`config.mk`:
```
export PLATFORM = sky130hd
export DESIGN_NAME = seg_scan_driver
export DESIGN_NICKNAME = d
export VERILOG_FILES = /design/src/rtl/seg_pkg.sv /design/src/rtl/seg_glyph.sv /design/src/rtl/seg_scan_driver.sv
export SDC_FILE = /design/constraint.sdc
export NUM_CORES = 1
export LEC_CHECK = 0
export CAP_MARGIN = 15
export CORE_UTILIZATION = 30
export DETAILED_ROUTE_END_ITERATION = 8
export HOLD_SLACK_MARGIN = 0.1
export PLACE_DENSITY = 0.6
export SLEW_MARGIN = 25
export SYNTH_ARGS = -nofsm -noshare
export SYNTH_HDL_FRONTEND = slang
export SYNTH_SLANG_ARGS = --single-unit
```
`constraint.sdc`:
```
create_clock -name clk -period 2.8 [get_ports clk]
set_clock_uncertainty 0.05 [all_clocks]
set_input_delay 0.42 -clock clk [delete_from_list [all_inputs] [get_ports clk]]
set_output_delay 0.42 -clock clk [all_outputs]
set_load 0.01 [all_outputs]
```
`src/rtl/seg_pkg.sv`:
```
// Shared glyph constants for the multiplexed seven-segment scan driver.
// Segment order is {g,f,e,d,c,b,a}, and a 1 lights the segment.
package seg_pkg;

  typedef logic [6:0] glyph_t;

  // Hex glyphs 0..F. Element 15 is listed first.
  localparam logic [15:0][6:0] GLYPH_HEX = {
    7'h71,  // F
    7'h79,  // E
    7'h5E,  // d
    7'h39,  // C
    7'h7C,  // b
    7'h77,  // A
    7'h6F,  // 9
    7'h7F,  // 8
    7'h07,  // 7
    7'h7D,  // 6
    7'h6D,  // 5
    7'h66,  // 4
    7'h4F,  // 3
    7'h5B,  // 2
    7'h06,  // 1
    7'h3F   // 0
  };

  localparam glyph_t GLYPH_DASH  = 7'h40;
  localparam glyph_t GLYPH_BLANK = 7'h00;

endpackage

```
`src/rtl/seg_glyph.sv`:
```
// Combinational code-to-glyph translation. The output is active-high.
module seg_glyph
  import seg_pkg::*;
(
  input  logic [3:0] code,
  input  logic       hex_mode,
  input  logic       blank,
  output logic [6:0] seg
);

  // In decimal mode, codes above 9 show a dash. Blanking overrides everything.
  always_comb begin
    seg = GLYPH_BLANK;
    if (!blank) begin
      if ((code > 4'd9) && !hex_mode) seg = GLYPH_DASH;
      else                            seg = GLYPH_HEX[code];
    end
  end

endmodule

```
`src/rtl/seg_scan_driver.sv`:
```
// Time-multiplexed seven-segment driver with a shadow register, leading-zero
// blanking, and polarity applied only at the output registers.
module seg_scan_driver
  import seg_pkg::*;
#(
  parameter int unsigned NUM_DIGITS     = 4,
  parameter int unsigned REFRESH_DIV    = 50000,
  parameter int unsigned SEG_ACTIVE_LOW = 0,
  parameter int unsigned AN_ACTIVE_LOW  = 1
) (
  input  logic                    clk,
  input  logic                    rst_n,
  input  logic [4*NUM_DIGITS-1:0] value,
  input  logic [NUM_DIGITS-1:0]   dp_in,
  input  logic                    load,
  input  logic                    hex_mode,
  input  logic                    blank_lz,
  input  logic                    enable,
  output logic [6:0]              seg,
  output logic                    dp,
  output logic [NUM_DIGITS-1:0]   an,
  output logic                    scan_tick
);

  localparam int unsigned CNT_W = (REFRESH_DIV > 1) ? $clog2(REFRESH_DIV) : 1;
  localparam int unsigned IDX_W = (NUM_DIGITS > 1)  ? $clog2(NUM_DIGITS)  : 1;
  localparam logic [CNT_W-1:0]      CNT_LAST = CNT_W'(REFRESH_DIV - 1);
  localparam logic [IDX_W-1:0]      IDX_LAST = IDX_W'(NUM_DIGITS - 1);
  localparam logic [6:0]            SEG_MASK = (SEG_ACTIVE_LOW != 0) ? '1 : '0;
  localparam logic                  DP_MASK  = (SEG_ACTIVE_LOW != 0);
  localparam logic [NUM_DIGITS-1:0] AN_MASK  = (AN_ACTIVE_LOW != 0) ? '1 : '0;

  logic [CNT_W-1:0]           cnt_q, cnt_d;
  logic [IDX_W-1:0]           idx_q, idx_d;
  logic [NUM_DIGITS-1:0][3:0] codes_q, codes_d;
  logic [NUM_DIGITS-1:0]      dps_q, dps_d;
  logic [6:0]                 seg_q, seg_d;
  logic                       dp_q, dp_d;
  logic [NUM_DIGITS-1:0]      an_q, an_d;
  logic                       tick_q, tick_d;

  logic [NUM_DIGITS-1:0]      blank_vec;
  logic                       higher_zero;
  logic [NUM_DIGITS-1:0]      onehot;
  logic [6:0]                 glyph_seg;

  // A digit is blanked when it and every higher digit hold code 0.
  // The scan walks from the top digit down, and digit 0 is always shown.
  always_comb begin
    blank_vec   = '0;
    higher_zero = 1'b1;
    for (int unsigned j = 0; j < NUM_DIGITS; j++) begin
      higher_zero = higher_zero && (codes_q[NUM_DIGITS-1-j] == 4'd0);
      blank_vec[NUM_DIGITS-1-j] = blank_lz && higher_zero && (j != NUM_DIGITS-1);
    end
  end

  seg_glyph u_glyph (
    .code     (codes_q[idx_q]),
    .hex_mode (hex_mode),
    .blank    (blank_vec[idx_q]),
    .seg      (glyph_seg)
  );

  // Next state for the refresh counter, the digit index, the tick and the shadow register.
  always_comb begin
    cnt_d   = cnt_q;
    idx_d   = idx_q;
    tick_d  = 1'b0;
    codes_d = codes_q;
    dps_d   = dps_q;
    if (enable) begin
      if (cnt_q == CNT_LAST) begin
        cnt_d  = '0;
        tick_d = 1'b1;
        idx_d  = (idx_q == IDX_LAST) ? '0 : idx_q + IDX_W'(1);
      end else begin
        cnt_d = cnt_q + CNT_W'(1);
      end
    end
    if (load) begin
      codes_d = value;
      dps_d   = dp_in;
    end
  end

  // Output values computed from the current index and shadow data, with polarity applied last.
  always_comb begin
    onehot        = '0;
    onehot[idx_q] = 1'b1;
    seg_d         = SEG_MASK;
    dp_d          = DP_MASK;
    an_d          = AN_MASK;
    if (enable) begin
      seg_d = glyph_seg ^ SEG_MASK;
      dp_d  = dps_q[idx_q] ^ DP_MASK;
      an_d  = onehot ^ AN_MASK;
    end
  end

  // State and output registers. Synchronous active-low reset.
  always_ff @(posedge clk) begin
    if (!rst_n) begin
      cnt_q   <= '0;
      idx_q   <= '0;
      codes_q <= '0;
      dps_q   <= '0;
      seg_q   <= SEG_MASK;
      dp_q    <= DP_MASK;
      an_q    <= AN_MASK;
      tick_q  <= 1'b0;
    end else begin
      cnt_q   <= cnt_d;
      idx_q   <= idx_d;
      codes_q <= codes_d;
      dps_q   <= dps_d;
      seg_q   <= seg_d;
      dp_q    <= dp_d;
      an_q    <= an_d;
      tick_q  <= tick_d;
    end
  end

  assign seg       = seg_q;
  assign dp        = dp_q;
  assign an        = an_q;
  assign scan_tick = tick_q;

endmodule

```
==> impl.org, run 1 <==
** Floorplan
- Die Span X :: roughly 90 microns
- Core Area :: a little under 8000 sq um
- The initial utilization of the core area, before any placement, comes to between 30% and 40%.
- Die span in y :: between 90 and 100 microns
- In this run the count of I/O pins placed on the die edge is 39.
- Site Rows :: 32
- The floorplan step defined a die boundary enclosing 8450 sq um.

** Timing
- Setup repair after global routing left no endpoint under its margin.
- For the pin with the worst max-slew slack, the measured transition is 0.506 ns.
- Setup violators final :: 0
- Number of endpoints with negative hold slack in the final report :: 0
- Fraction of the cycle the final worst path needs :: between 80% and 90%
- Headroom to the max-slew limit came out at between 60% and 70%.
- Min Tclk post-route :: roughly 2.3 ns
- The final count of pins violating max slew is 0.
- Timing would allow up to approximately 430 MHz.
- Summed negative setup slack over all endpoints :: 0 ns

** Pwr
- Worst IR drop on VDD :: 0.218 mV
- Overall power consumption :: around 0.0014 W
- Pwr/cell area :: 459 nW/um^2
- Summed over all cells, the static leakage comes to between 1 and 1.5 nW.

** CTS
- In this run the post-CTS setup repair buffer count came out at 0.
- Clock-pin slew was measured on the worst setup and hold paths at 0.10 ns.
- Number of levels the H-tree was split into :: 2
- TritonCTS built the clock tree.
- Worst-skew pair later-pin latency :: about 0.30 ns
- The number of hold buffers added after CTS was 0.
- Number of buffers created by CTS :: 5
- Maximum buffer depth of the clock tree :: 2
- The number of gates resized after CTS was 0.
- Cell chosen for the clock root :: clkbuf_8
- Count of clock tree sinks :: 51

** Final layout
- Leading cell type in the layout, fill and taps excluded :: dfxtp_1
- The multi-input combinational cells in the finished layout cover a total of around 1300 sq um.
- Summing all flip-flop and latch instances after layout gives approximately 1000 sq um.
- Number of standard cells in the layout, taps in and fillers out :: ~390
- The final layout contains 320 nets.
- Of the cells placed in the final design, the portion with a size suffix greater than 1 is 6.71%.
- Growth of design area from synthesis to finish :: 23.9%
- Fill cells :: just under 800
- After routing the design area is approximately 3000 sq um.
- In the layout the commonest cells are 51 x dfxtp_1, 38 x clkdlybuf4s50_1, 25 x nor2_1, 23 x mux2i_1, 23 x nor2b_1.
- The number of antenna diodes in the final layout is 0.

** GRT
- Entering global routing, the biggest net connects 21 pins.
- Total global-route track usage :: between 10% and 20%
- First-pass GRT wire length :: between 8 and 9 mm
- The number of antenna violations at the first check in global routing was 0.
- The via count of the first global-routing pass was roughly 1.7k.
- GRT Residual Overflow :: 0

** Yosys
- After synthesis, flip-flops and latches occupy between 40% and 50% of the total area.
- Yosys mapped a number of flops with a built-in enable equal to 0.
- During synthesis, Yosys emitted a total of 0 warnings.
- Number of distinct library cell variants in the gate-level netlist after synthesis :: 36
- Syn Nets :: 283
- For this run, the leading register cell type out of synthesis is dfxtp_1.
- Post-synthesis sequential element count :: 51
- After synthesis, the share of flip-flops with an asynchronous set or reset is 0%.
- Summing every instance area after synthesis gives around 2400 sq um.
- Synthesis produced a netlist whose cell count is ~250.
- Syn avg cell area :: 9.90 sq um

** Placement
- Final Wtd Congestion :: a little over 0.8
- DP Wirelength :: 3.50 mm
- Summing all placed instances gives a cell area of around 3000 sq um.
- Including well taps, the total number of placed cells is 377.
- Number of I/O port buffers :: 38

** Worst hold path
- Worst min-delay path class :: register to register
- Startpoint of the most critical hold path :: dps_q[1]$_SDFFE_PN0P_
- The worst hold path passes through 2 cells.
- The worst hold path terminates at dps_q[1]$_SDFFE_PN0P_.

** Worst setup path
- List of cells traversed by the critical path :: mux4_2, inv_1, ha_1, nor2_1, nor2_1, nor2_1, a211o_1, a311oi_1
- In this design, the stage delay of the slowest critical-path cell is 0.57 ns.
- The worst setup path is captured at a register.
- STA puts the critical path data required time at around 3 ns.
- In this run the critical register-to-register path is captured at seg[5]$_SDFF_PP0_.
- The number of cells on the worst reg-to-reg path is 8.
- Crit path max fanout :: 10
- The startpoint identified for the worst register-to-register timing path is idx_q[1]$_SDFFE_PN0P_.
- Most frequent CP cell :: nor2_1
- The worst register-to-register path has a setup slack of approximately 0.48 ns.
- The critical path in this run is classified as register to register.
- Element type at the critical path start :: register
- Worst Path Arrival :: around 2.5 ns
- Startpoint of the worst setup timing path :: idx_q[1]$_SDFFE_PN0P_
- Slowest cell on crit path :: dfxtp_1

** Routing
- Routed vias :: about 1.8k
- Before antenna repair, the detailed router went through 5 iterations.
- The detail route stage leaves a number of antenna-violating nets equal to 0.
- Residual DRC count :: 0
- Via density :: between 4 and 5
- Overall routed net length :: roughly 4.7 mm
- Average routed wire per standard cell :: between 10 and 15 microns
- Number of violations reported at the end of detailed-routing iteration 0 :: between 70 and 80

** Job
- Number of max-capacitance violations reported :: 0

** Outcome
- The flow ran to the end, and the final reports show no timing, DRC or antenna violations.
## per-layer routing
metal	global-route usage (%)	up-vias	routed length, microns
li1	-	923	-
met1	17.3	804	2470
met2	17.2	50	1890
met3	2.65	6	218
met4	4.69	0	68
met5	0	-	0
## final cells by class
class | instances | area share (%)
sequential | 51 | 34.0
clock inverter | 2 | 0.541
clock buffer | 6 | 2.41
timing repair buffer | 42 | 13.7
inverter | 7 | 0.874
multi-input combinational | 175 | 44.3
tap | 102 | 4.25
## metrics by stage
| stage | setup WS (ns) | utilization, % | hold slack, ns |
|---|---|---|---|
| floorplan | 0.396 | - | 0.426 |
| global placement | 0.580 | 37.5 | 0.451 |
| detailed placement | 0.508 | 37.5 | 0.458 |
| CTS | 0.472 | 38.7 | 0.480 |
| global route | 0.303 | 38.7 | 0.508 |
| finish | 0.480 | 38.7 | 0.475 |
## registers in the layout, indices dropped and copies added, names as in the netlist
register	count
idx_q	2
an	4
scan_tick	1
codes_q	16
seg	7
cnt_q	16
dp	1
dps_q	4
## cell usage after synthesis, types with 3 or more instances
| library cell | number | area (sq um) |
|---|---|---|
| and3_1 | 3 | 18.8 |
| and4_1 | 3 | 26.3 |
| clkbuf_1 | 10 | 37.5 |
| dfxtp_1 | 51 | 1020 |
| ha_1 | 12 | 150 |
| inv_1 | 7 | 26.3 |
| mux2i_1 | 23 | 230 |
| mux4_2 | 6 | 135 |
| nand2_1 | 14 | 52.6 |
| nand3_1 | 12 | 60.1 |
| nand4_1 | 4 | 25.0 |
| nor2_1 | 25 | 93.8 |
| nor2b_1 | 23 | 144 |
| nor4_1 | 3 | 18.8 |
| o21ai_0 | 4 | 20.0 |
| xnor2_1 | 9 | 78.8 |
| xor2_1 | 10 | 87.6 |
## worst max-delay path by stage
stage,endpoint,cells past startpoint,slack (ns)
floorplan,seg[5]$_SDFF_PP0_,9,0.40
CTS,seg[5]$_SDFF_PP0_,8,0.47
global route,seg[5]$_SDFF_PP0_,8,0.30
detailed placement,seg[5]$_SDFF_PP0_,8,0.51
global placement,cnt_q[15]$_SDFFE_PN0P_,7,0.58
finish,seg[5]$_SDFF_PP0_,8,0.48
## logic make-up (layout without fill, tap and decap cells)
| kind of cell | after synthesis | in the layout | share of synthesized area [%] |
|---|---|---|---|
| compound gates | 17 | 17 | 4.80 |
| xor+xnor | 19 | 19 | 6.86 |
| fa+ha+maj | 12 | 12 | 6.19 |
| buf+inv | 19 | 57 | 3.04 |
| flops | 51 | 51 | 42.1 |
| mux | 30 | 30 | 15.5 |
| simple gates | 97 | 97 | 21.5 |
## where the power goes
| group | switching [W] | internal, W |
|---|---|---|
| clock network | 0.000250 | 0.000180 |
| registers | 0.0000204 | 0.000753 |
| logic | 0.0000740 | 0.000102 |
## critical path: cells and delay by family, from the launching register on
| kind | cells | cell delay (ns) |
|---|---|---|
| flip-flops | 1 | 0.57 |
| AND/OR/NAND/NOR | 3 | 0.19 |
| multiplexers | 1 | 0.43 |
| AO/OA/AOI/OAI | 2 | 0.62 |
| buffers and inverters | 1 | 0.16 |
| adder cells (fa/ha/maj) | 1 | 0.22 |
Note: power is estimated with default switching activity, not from simulation.
==> inputs of run 2 (changes only) <==
==> constraint.sdc (replaced) <==
create_clock -name clk -period 2.3 [get_ports clk]
set_clock_uncertainty 0.05 [all_clocks]
set_input_delay 0.345 -clock clk [delete_from_list [all_inputs] [get_ports clk]]
set_output_delay 0.345 -clock clk [all_outputs]
set_load 0.01 [all_outputs]
==> run 2 against run 1 <==
Compared with the run above:
- register-to-register slack got worse by 0.35 ns
- total power rose by 21%
- worst setup slack got worse by 0.35 ns
- utilization rose by 0.84 points
- maximum frequency rose by 7.1%
- cell area rose by 2.2%
- sequential power rose by 22%
- routed wire length rose by 5.1%
- critical endpoint is now seg[6]$_SDFF_PP0_
- largest power group unchanged
- highest routed layer unchanged
==> impl.org, run 2 (synthesis results as in run 1) <==
** Floorplan
- Area of the die :: 8450 sq um (unchanged)
- Core Area :: 7770 sq um (unchanged)
- Site Rows :: 32 (unchanged)
- Die Span X :: 91.9 microns (unchanged)
- Number of placed I/O pins :: 39 (unchanged)
- Initial core utilization :: 31.2% (unchanged)
- The die outline height came to 91.9 microns (unchanged).

** CTS
- The maximum buffer depth of the clock tree came to 2 (unchanged).
- TritonCTS clock tree :: done (unchanged)
- Clock-pin slew of the registers on the worst-case setup and hold paths :: 0.09 ns (was 0.10 ns)
- Count of clock tree sinks :: 51 (unchanged)
- The clock root buffer master is clkbuf_8 (unchanged).
- The number of hold buffers added after CTS was 0 (unchanged).
- Number of buffers created by CTS :: 5 (unchanged)
- Worst-skew pair later-pin latency :: 0.30 ns (about the same)
- The H-tree level count came to 2 (unchanged).

** Job
- Number of max-capacitance violations reported :: 0 (unchanged)

** Timing
- The final count of pins violating max slew was 0 (unchanged).
- Highest attainable clock frequency :: 462 MHz (was 431 MHz)
- Transition time at the pin with the least slew margin :: 0.427 ns (was 0.506 ns)
- The period utilization was 94.2% (was 82.8%).
- Tightest slew margin relative to the limit :: 71.3% (was 66.2%)
- Number of endpoints with negative hold slack in the final report :: 0 (unchanged)
- Setup violators final :: 0 (unchanged)
- The final critical path time including I/O delays and setup is 2.17 ns (was 2.32 ns).

** Worst setup path
- The endpoint kind of the worst setup timing path was a register (unchanged).
- The critical path launch point type is a register (unchanged).
- The category of the critical setup timing path was register to register (unchanged).
- The arrival time of data at the critical path endpoint is 2.28 ns (was 2.48 ns).
- The required time at the worst-slack endpoint was 2.41 ns (was 2.96 ns).
- Crit path max fanout :: 16 (was 10)

** GRT
- First-pass GRT wire length :: 8.17 mm (was 8.12 mm)
- The most used routing layer was met1 (unchanged).
- The global-route met3 utilization came to 2.74% (was 2.65%).
- Antenna violations before repair :: 0 (unchanged)
- Vias in the first global route :: 1696 (was 1706)
- The pin count of the biggest net entering global routing was 29 (was 21).
- GRT Residual Overflow :: 0 (unchanged)
- Fraction of met1 tracks used by global routing :: 17.8% (was 17.3%)
- The global routing met2 resource utilization was 17.3% (was 17.2%).
- Total global-route track usage :: 12.0% (about the same)

** Final layout
- The leading cell type in the layout, fill and taps excluded is dfxtp_1 (unchanged).
- The number of diodes added for antenna fixing came to 0 (unchanged).
- Growth of design area from synthesis to finish :: 26.6% (was 23.9%)
- Final std cell area, no fill :: 3070 sq um (was 3010 sq um)
- The final standard cell count with taps included and fillers excluded is 393 (was 385).
- Proportion of layout cells with a drive suffix above 1 :: 10.7% (was 6.71%)
- Commonest cells after routing, fill and taps aside: 50 x dfxtp_1, 38 x clkdlybuf4s50_1, 25 x nor2_1, 23 x mux2i_1, 23 x nor2b_1 (was 51 x dfxtp_1, 38 x clkdlybuf4s50_1, 25 x nor2_1, 23 x mux2i_1, 23 x nor2b_1).
- The post-layout net count was 328 (was 320).
- The final-layout fill cell count was 799 (was 794).

** Routing
- The average wire length per cell after detail routing came to 12.4 microns (was 12.1 microns).
- The vias per cell is 4.56 (was 4.63).
- The number of vias after detailed routing is 1794 (was 1783).
- Count of nets left with antenna violations after detail routing :: 0 (unchanged)
- The detailed router's first-iteration violation count was 69 (was 77).
- Residual DRC count :: 0 (unchanged)
- The detailed-route wire length came to 4.89 mm (was 4.65 mm).
- The number of detailed-routing iterations run before antenna repair came to 4 (was 5).

** Worst hold path
- The path class of the lowest-slack min-delay path is register to register (unchanged).

** Pwr
- The proportion of power drawn by the clock network was 30.2% (was 31.2%).
- The total internal power is 0.00126 W (was 0.00103 W).
- The switching portion of total power was 24.6% (was 25.0%).
- The worst IR drop on VDD is 0.286 mV (was 0.218 mV).
- Net switching component of the power :: 0.000412 W (was 0.000345 W)
- Combinational power share :: 13.5% (was 12.7%)
- The sequential share of power came to 56.3% (was 56.1%).
- Pwr/cell area :: 545 nW/um^2 (was 459 nW/um^2)
- The static power due to leakage was 1.17 nW (was 1.12 nW).

** Placement
- Post-placement cell area :: 2950 sq um (was 2920 sq um)
- The routability congestion estimate from global placement came to 0.842 (was 0.810).
- The half-perimeter wire length after detailed placement was 3.61 mm (was 3.50 mm).
- The number of buffer cells added on primary ports is 38 (unchanged).
- Number of placed instances with taps included :: 381 (was 377)

** Outcome
- Run status :: finished clean (unchanged)
run 2: cell count changes in the layout (fill, tap and decap cells not counted), sizes merged:
cell,previous run,this run
inv,8,7
clkinv,0,1
buf,4,12
run 2: worst paths after layout:
kind / depth (start not counted) / slack [ns] / from / to
worst max-delay path: 5 / 0.13 / idx_q[0]$_SDFFE_PN0P_ / seg[6]$_SDFF_PP0_
worst min-delay path: 2 / 0.48 / dps_q[0]$_SDFFE_PN0P_ / dps_q[0]$_SDFFE_PN0P_
worst max register to register: 5 / 0.13 / idx_q[0]$_SDFFE_PN0P_ / seg[6]$_SDFF_PP0_
worst min register to register: 2 / 0.48 / dps_q[0]$_SDFFE_PN0P_ / dps_q[0]$_SDFFE_PN0P_
run 2: routing by layer:
layer | routed length, microns | up-vias
met1 | 2640 | 811
met4 | 52 | 0
met2 | 1990 | 39
met5 | 0 | -
met3 | 214 | 5
li1 | - | 939
run 2: cell type report:
type	count	area, sq um	share of cell area, %
clock buffer	6	72.6	2.36
clock inverter	2	12.5	0.407
inverter	7	26.3	0.856
multi-input combinational	175	1340	43.6
sequential	51	1020	33.3
tap	102	128	4.16
timing repair buffer	50	470	15.3
run 2: stage by stage:
stage | hold slack [ns] | utilization, % | setup TNS [ns] | power [W] | setup WS (ns)
floorplan | 0.426 | - | 0 | 0.00108 | 0.0538
global placement | 0.443 | 38.0 | 0 | 0.00118 | 0.159
detailed placement | 0.459 | 38.0 | 0 | 0.00118 | 0.0696
CTS | 0.478 | 39.0 | 0 | 0.00168 | 0.0397
global route | 0.515 | 39.5 | -0.00930 | 0.00175 | -0.00930
finish | 0.477 | 39.5 | 0 | 0.00167 | 0.135
run 2: timing repair:
item,4_1_cts,5_1_grt
gates resized for setup,0,4
buffers inserted,0,4
endpoints found under the setup margin,0,3
run 2: critical path: stages, from the launching register on:
cell and delay, ns:
dfxtp_2 0.37, buf_4 0.21, mux4_2 0.68, nand3_1 0.15, o21ai_0 0.09, a2111oi_1 0.47
run 2: power by group through the flow:
stage	registers (W)	logic, W	clock network, W
2_1_floorplan	0.000960	0.000123	0
3_3_place_gp	0.000963	0.000214	0
6_report	0.000942	0.000225	0.000505
5_1_grt	0.000947	0.000247	0.000561
3_5_place_dp	0.000963	0.000216	0
4_1_cts	0.000943	0.000217	0.000524
